`config.mk`:
```
export PLATFORM = sky130hd
export DESIGN_NAME = vend_controller
export DESIGN_NICKNAME = d
export VERILOG_FILES = /design/src/rtl/vend_controller.sv
export SDC_FILE = /design/constraint.sdc
export NUM_CORES = 1
export LEC_CHECK = 0
export CORE_ASPECT_RATIO = 0.75
export CORE_MARGIN = 2
export CORE_UTILIZATION = 42
export CTS_CLUSTER_DIAMETER = 50
export DETAILED_ROUTE_END_ITERATION = 8
export GPL_TIMING_DRIVEN = 0
export PLACE_DENSITY = 0.59
export SLEW_MARGIN = 20
export SYNTH_ARGS = -nofsm -noshare
export SYNTH_HDL_FRONTEND = slang
export SYNTH_SLANG_ARGS = --single-unit
```
`constraint.sdc`:
```
create_clock -name clk -period 4.3 [get_ports clk]
set_input_delay 0.86 -clock clk [delete_from_list [all_inputs] [get_ports clk]]
set_output_delay 0.86 -clock clk [all_outputs]
set_load 0.05 [all_outputs]
```
`src/rtl/vend_controller.sv`:
```
// +--------------------------------------------------------------------------+
// | Module  : vend_controller                                                |
// | Brief   : Clocked vending front end: credit, price/stock, vend & change. |
// | Revision: 1.0 - initial release                                          |
// +--------------------------------------------------------------------------+
`default_nettype none

module vend_controller #(
  parameter int NUM_SLOTS     = 9,
  parameter int CREDIT_W      = 12,
  parameter int STOCK_W       = 4,
  parameter int MAX_CREDIT    = 2000,
  parameter int DEFAULT_PRICE = 125,
  parameter int DEFAULT_STOCK = 5,
  parameter int PRICE_HOLD    = 200000000
) (
  input  logic                         clk,
  input  logic                         rst_n,
  input  logic                         sel_valid,
  input  logic [$clog2(NUM_SLOTS)-1:0] sel_idx,
  input  logic                         coin_valid,
  input  logic [2:0]                   coin_type,
  input  logic                         cancel,
  input  logic                         cfg_we,
  input  logic [$clog2(NUM_SLOTS)-1:0] cfg_idx,
  input  logic [CREDIT_W-1:0]          cfg_price,
  input  logic [STOCK_W-1:0]           cfg_stock,
  output logic [NUM_SLOTS-1:0]         avail_led,
  output logic [NUM_SLOTS-1:0]         oos_led,
  output logic [CREDIT_W-1:0]          disp_value,
  output logic [1:0]                   disp_mode,
  output logic                         vend_valid,
  output logic [$clog2(NUM_SLOTS)-1:0] vend_idx,
  input  logic                         vend_ready,
  output logic                         chg_valid,
  output logic [2:0]                   chg_type,
  input  logic                         chg_ready,
  output logic                         coin_reject,
  output logic                         busy
);

  localparam int IDX_W  = $clog2(NUM_SLOTS);
  localparam int HOLD_W = $clog2(PRICE_HOLD + 1);
  localparam logic [CREDIT_W:0]  c_maxCredit = MAX_CREDIT[CREDIT_W:0];
  localparam logic [HOLD_W-1:0]  c_holdLoad  = HOLD_W'(PRICE_HOLD);

  typedef enum logic [1:0] {
    S_IDLE   = 2'd0,
    S_CREDIT = 2'd1,
    S_VEND   = 2'd2,
    S_CHANGE = 2'd3
  } state_t;

  state_t              r_state;
  logic [CREDIT_W-1:0] r_credit;
  logic [CREDIT_W-1:0] r_vendPrice;
  logic [HOLD_W-1:0]   r_holdCnt;
  logic [CREDIT_W-1:0] r_price [NUM_SLOTS];
  logic [STOCK_W-1:0]  r_stock [NUM_SLOTS];

  state_t              w_nState;
  logic [CREDIT_W-1:0] w_nCredit;
  logic [HOLD_W-1:0]   w_nHold;
  logic                w_nReject;
  logic                w_vendGo;
  logic                w_vendDone;
  logic                w_query;
  logic [CREDIT_W-1:0] w_coinVal;
  logic [CREDIT_W:0]   w_coinSum;
  logic                w_coinOk;
  logic                w_selOk;
  logic [CREDIT_W-1:0] w_selPrice;
  logic [STOCK_W-1:0]  w_selStock;

  function automatic logic [CREDIT_W-1:0] coinValue(input logic [2:0] t);
    case (t)
      3'd0:    return CREDIT_W'(5);
      3'd1:    return CREDIT_W'(10);
      3'd2:    return CREDIT_W'(25);
      3'd3:    return CREDIT_W'(50);
      3'd4:    return CREDIT_W'(100);
      3'd5:    return CREDIT_W'(500);
      default: return '0;
    endcase
  endfunction

  // Largest coin not exceeding the remaining credit; ends on 5c for any multiple of 5.
  function automatic logic [2:0] greedyCoin(input logic [CREDIT_W-1:0] c);
    if (c >= CREDIT_W'(500))      return 3'd5;
    else if (c >= CREDIT_W'(100)) return 3'd4;
    else if (c >= CREDIT_W'(50))  return 3'd3;
    else if (c >= CREDIT_W'(25))  return 3'd2;
    else if (c >= CREDIT_W'(10))  return 3'd1;
    else                          return 3'd0;
  endfunction

  always_comb begin
    w_coinVal  = coinValue(coin_type);
    w_coinSum  = {1'b0, r_credit} + {1'b0, w_coinVal};
    w_coinOk   = (coin_type <= 3'd5) && (w_coinSum <= c_maxCredit);
    w_selOk    = sel_valid && (32'(sel_idx) < NUM_SLOTS);
    w_selPrice = w_selOk ? r_price[sel_idx] : '0;
    w_selStock = w_selOk ? r_stock[sel_idx] : '0;

    w_nState   = r_state;
    w_nCredit  = r_credit;
    w_nHold    = (r_holdCnt != '0) ? r_holdCnt - HOLD_W'(1) : '0;
    w_nReject  = 1'b0;
    w_vendGo   = 1'b0;
    w_vendDone = 1'b0;
    w_query    = 1'b0;

    case (r_state)
      S_IDLE, S_CREDIT: begin
        if (cancel) begin
          w_nReject = coin_valid;
          w_nHold   = '0;
          if (r_state == S_CREDIT) w_nState = S_CHANGE;
        end else if (coin_valid) begin
          w_nHold = '0;
          if (w_coinOk) begin
            w_nCredit = w_coinSum[CREDIT_W-1:0];
            w_nState  = S_CREDIT;
          end else begin
            w_nReject = 1'b1;
          end
        end else if (w_selOk) begin
          if (r_state == S_CREDIT && w_selStock != '0 && r_credit >= w_selPrice) begin
            w_nState = S_VEND;
            w_vendGo = 1'b1;
            w_nHold  = '0;
          end else begin
            w_query = 1'b1;
            w_nHold = c_holdLoad;
          end
        end
      end
      S_VEND: begin
        w_nReject = coin_valid;
        if (vend_ready) begin
          w_vendDone = 1'b1;
          w_nCredit  = r_credit - r_vendPrice;
          w_nState   = (w_nCredit != '0) ? S_CHANGE : S_IDLE;
        end
      end
      S_CHANGE: begin
        w_nReject = coin_valid;
        if (chg_ready) begin
          w_nCredit = r_credit - coinValue(chg_type);
          w_nState  = (w_nCredit != '0) ? S_CHANGE : S_IDLE;
        end
      end
      default: w_nState = S_IDLE;
    endcase
  end

  for (genvar i = 0; i < NUM_SLOTS; i++) begin : g_led
    assign oos_led[i]   = (r_stock[i] == '0);
    assign avail_led[i] = (r_stock[i] != '0) && (r_credit >= r_price[i]) && (r_state == S_CREDIT);
  end

  always_ff @(posedge clk or negedge rst_n) begin
    if (!rst_n) begin
      r_state     <= S_IDLE;
      r_credit    <= '0;
      r_vendPrice <= '0;
      r_holdCnt   <= '0;
      for (int i = 0; i < NUM_SLOTS; i++) begin
        r_price[i] <= CREDIT_W'(DEFAULT_PRICE);
        r_stock[i] <= STOCK_W'(DEFAULT_STOCK);
      end
      vend_valid  <= 1'b0;
      vend_idx    <= '0;
      chg_valid   <= 1'b0;
      chg_type    <= 3'd0;
      coin_reject <= 1'b0;
      disp_mode   <= 2'b00;
      disp_value  <= '0;
      busy        <= 1'b0;
    end else begin
      r_state     <= w_nState;
      r_credit    <= w_nCredit;
      r_holdCnt   <= w_nHold;
      coin_reject <= w_nReject;
      if (w_vendGo) begin
        vend_idx    <= sel_idx;
        r_vendPrice <= w_selPrice;
      end
      // Configuration is applied after the decrement so a same-slot write wins.
      if (w_vendDone) r_stock[vend_idx] <= r_stock[vend_idx] - STOCK_W'(1);
      if (cfg_we && 32'(cfg_idx) < NUM_SLOTS) begin
        r_price[cfg_idx] <= cfg_price;
        r_stock[cfg_idx] <= cfg_stock;
      end
      vend_valid <= (w_nState == S_VEND);
      chg_valid  <= (w_nState == S_CHANGE);
      chg_type   <= greedyCoin(w_nCredit);
      busy       <= (w_nState == S_VEND) || (w_nState == S_CHANGE);
      if (w_nState == S_CHANGE) begin
        disp_mode  <= 2'b10;
        disp_value <= w_nCredit;
      end else if (w_query) begin
        disp_mode  <= 2'b01;
        disp_value <= w_selPrice;
      end else if (w_nHold != '0) begin
        disp_mode  <= 2'b01;
      end else begin
        disp_mode  <= 2'b00;
        disp_value <= w_nCredit;
      end
    end
  end

endmodule

`default_nettype wire
```
==> flow_metrics.tcl <==
set metrics [dict create \
    pwr-share-seq_pct 27.3 \
    crit_type "reg -> out" \
    place_congestion 0.935 \
    fillCellCount 3406 \
    crit_arrival_ns 3.41 \
    clkSlewWorstSetupHoldPaths_ns 0.06 \
    grt_max_degree 80 \
    cp_slowest_cell "dfrtp_2" \
    yosysWarnings 0 \
    vias_per_cell 5.68 \
    cap_violations 0 \
    hold_class "in -> async" \
    p_comb_share_pct 52.0 \
    synth_xor_area_share_pct 3.06 \
    rsz0062_at_grt "yes" \
    finalHoldViolations 0 \
    p_switching_w 0.00584 \
    synth_edf_count 0 \
    initial_core_util_pct 42.6 \
    grt-ovfl-total 0 \
    p_int_w 0.00769 \
    core_area_sq_um 37000 \
    htreeDepth 1 \
    syn_to_final_growth_pct 20.9 \
    num_antenna_cells 0 \
    syn_avg_cell_area_sq_um 9.35 \
    crit_family "compound AO/OA/AOI/OAI gates" \
    cts_tree "done" \
    cts_root_buf "clkbuf_16" \
    startpoint_type "register" \
    slew-limit-headroom_pct 26.7 \
    power_density_nw_per_um2 710 \
    grtUsageTotal_pct 24.5 \
    dp.final_hpwl_mm 35.4 \
    synthAdderAreaFrac_pct 12.4 \
    cpMostUsedCell "a21o_1" \
    ys_ff_latch 221 \
    cp_max_fo 8 \
    fmax_mhz 234 \
    synth_top_family_by_area "compound AO/OA/AOI/OAI gates" \
    clockBufferDepth 3 \
    regArea_sq_um 5630 \
    ys_types 88 \
    min_period_over_period_pct 99.2 \
    io_pins 78 \
    drive_gt1_share_pct 20.4 \
    synth-compound-area-share_pct 17.0 \
    synth_area_leaders "dfrtp_1 24%, ha_1 12%, dfstp_2 12%" \
    fin_skew_ns 0.0233 \
    synth_seq_area_share_pct 35.7 \
    ant_nets 0 \
    synthArstFlopShare_pct 100 \
    synth_top_area_cell "dfrtp_1" \
    slew_viol_final 0 \
    die_w_um 228 \
    rows 61 \
    cpPeakStageDelay_ns 0.40 \
    power_frac_clock_pct 20.8 \
    vdd_drop_max_mv 0.346 \
    port_buffers 57 \
    yosys.area_share.simple_pct 14.9 \
    grt_pass1_wl_mm 74.9 \
    p_total_w 0.0135 \
    tightest_slew_ns 1.09 \
    synth_top_area_share_pct 23.7 \
    postSynthCellCount 1686 \
    synth_area_sq_um 15800 \
    final_util_pct 51.5 \
    required_ns 3.44 \
    drt_iter0_drc 1125 \
    nets 2000 \
    crit_buf_inv 4 \
    p_leak_nw 8.37 \
    grt_pass1_vias 13393 \
    drtPass1Iterations 5 \
    die_h_um 172 \
    crit_chain "clkinvlp_4 -> buf_12 -> buf_6 -> ha_4 -> nand2b_4 -> a21o_1 -> a21o_1 -> a21o_1 -> a21o_1 -> a21o_1 -> a21oi_2 -> nor2b_1 -> o21ai_1 -> a21oi_1 -> o31a_1 -> buf_6" \
    die-area_sq_um 39100 \
    switching_share_pct 43.1 \
    outcome "complete, no violations" \
    cts_buffers 31 \
    wire_per_inst_um 20.0 \
    multi_input_area_sq_um 9760 \
    clock-sinks 221 \
    drc 0 \
    vias 13278 \
    endpoint_kind "output port" \
    clock_latency_ns 0.59 \
    antenna_found_initial 0 \
    muxShareOfSynthArea_pct 11.3 \
    finalSetupViolations 0 \
    syn-num-nets 1876 \
    fin_crit_ns 4.27 \
    synth-main-ff-cell "dfrtp_1" \
    wl_mm 46.9 \
]
-- stage by stage --
step | instances | TNS, ns | instance area, sq um | worst slack (ns) | hold WS [ns]
finish | 2338 | 0 | 19100 | 0.0338 | 0.248
global route | 2338 | -0.681 | 19100 | -0.0933 | 0.318
CTS | 2321 | -0.0349 | 18600 | -0.0327 | 0.287
detailed placement | 2249 | -71.99 | 17100 | -1.63 | 0.504
global placement | 2247 | -1537.82 | 17000 | -7.68 | 0.494
floorplan | 1686 | -0.0274 | 15800 | -0.0274 | 0.466
-- path summary, 6_finish.rpt --
kind,from,end,slack (ns),cells past startpoint
max in group asynchronous,rst_n,r_price[102]$_DFFE_PN1P_,2.79,3
hold reg to reg,r_holdCnt[0]$_DFF_PN0_,r_holdCnt[0]$_DFF_PN0_,0.51,1
setup / recovery,r_credit[0]$_DFF_PN0_,avail_led[6],0.03,16
setup reg to reg,r_credit[0]$_DFF_PN0_,chg_type[0]$_DFF_PN0_,0.05,16
min in group clk,r_holdCnt[0]$_DFF_PN0_,r_holdCnt[0]$_DFF_PN0_,0.51,1
hold / removal,rst_n,chg_type[2]$_DFF_PN0_,0.25,1
-- flip-flops by register name, summed over array words and instances, names as in the netlist --
| signal | flops |
|---|---|
| r_vendPrice | 12 |
| chg_type | 3 |
| disp_mode | 1 |
| r_holdCnt | 28 |
| chg_valid | 1 |
| disp_value | 12 |
| vend_valid | 1 |
| r_price | 108 |
| r_credit | 12 |
| busy | 1 |
| r_stock | 36 |
| r_state | 1 |
| coin_reject | 1 |
| vend_idx | 4 |
-- layout make-up --
type / count / area share [%]
repair buffers: 92 / 4.76
inverters: 142 / 2.82
clock inverters: 19 / 1.41
multi-input cells: 1236 / 51.2
well taps: 504 / 3.31
plain buffers: 86 / 2.36
flip-flops and latches: 221 / 29.6
clock buffers: 38 / 4.53
-- timing repair --
action                                  CTS  global route
endpoints found under the setup margin   61            53
resized for setup                       147            68
hold endpoints to repair                  0             0
buffers inserted                         16            16
pin swaps                                35            60
hold buffers                              0             0
gates cloned                              0             1
-- kinds of logic after synthesis --
kind of cell    count (synthesis)
fa+ha+maj                     155
compound gates                421
simple gates                  476
buf+inv                       229
xor+xnor                       55
mux                           129
flops                         221
-- routing by layer --
metal	up-vias	share of wire, %	GRT usage, %
met2	381	44	38.6
met5	-	0	0
met4	0	2.3	6.02
li1	6278	-	-
met1	6536	47	34.8
met3	83	6.2	4.70
-- power groups by stage --
| stage | Clock (W) | Combinational, W | Sequential, W |
|---|---|---|---|
| detailed placement | 0 | 0.00630 | 0.00368 |
| finish | 0.00281 | 0.00703 | 0.00369 |
| floorplan | 0 | 0.00447 | 0.00362 |
| global route | 0.00293 | 0.00781 | 0.00379 |
| global placement | 0 | 0.00612 | 0.00366 |
| CTS | 0.00285 | 0.00666 | 0.00366 |
-- synthesized netlist by cell type, drive strengths merged (6+ instances only) --
cell type  instances
nor2             115
nand3             29
dfrtp            149
nand2b            18
nand2            159
nor4              20
or3                7
inv              141
a221oi            10
o21ai            164
mux2              46
xnor2             36
nand4              7
clkbuf            76
nor3b              7
o21a              12
or4                6
mux4              34
buf               11
a21oi             80
and2               6
ha               152
xor2              19
nor2b             35
and3               6
nand3b             7
a211oi            10
a21o              59
a221o              6
nor3              39
dfstp             72
mux2i             49
o211ai            12
o31a              11
-- placed cells by master (no fill, tap or decap), drive strengths merged, types with 11 or more instances in the layout --
cell           instances
inv                  145
o31a                  11
nand2b                18
a21oi                 80
xnor2                 36
a21o                  59
clkbuf               109
xor2                  19
nor4                  20
o21ai                164
o211ai                12
o21a                  12
mux4                  34
dfstp                 72
mux2                  46
mux2i                 49
clkdlybuf4s50         43
dfrtp                149
nor2b                 35
buf                   62
ha                   152
nand2                159
nor3                  39
nand3                 29
nor2                 115
Power figures use the tool's default switching activity.
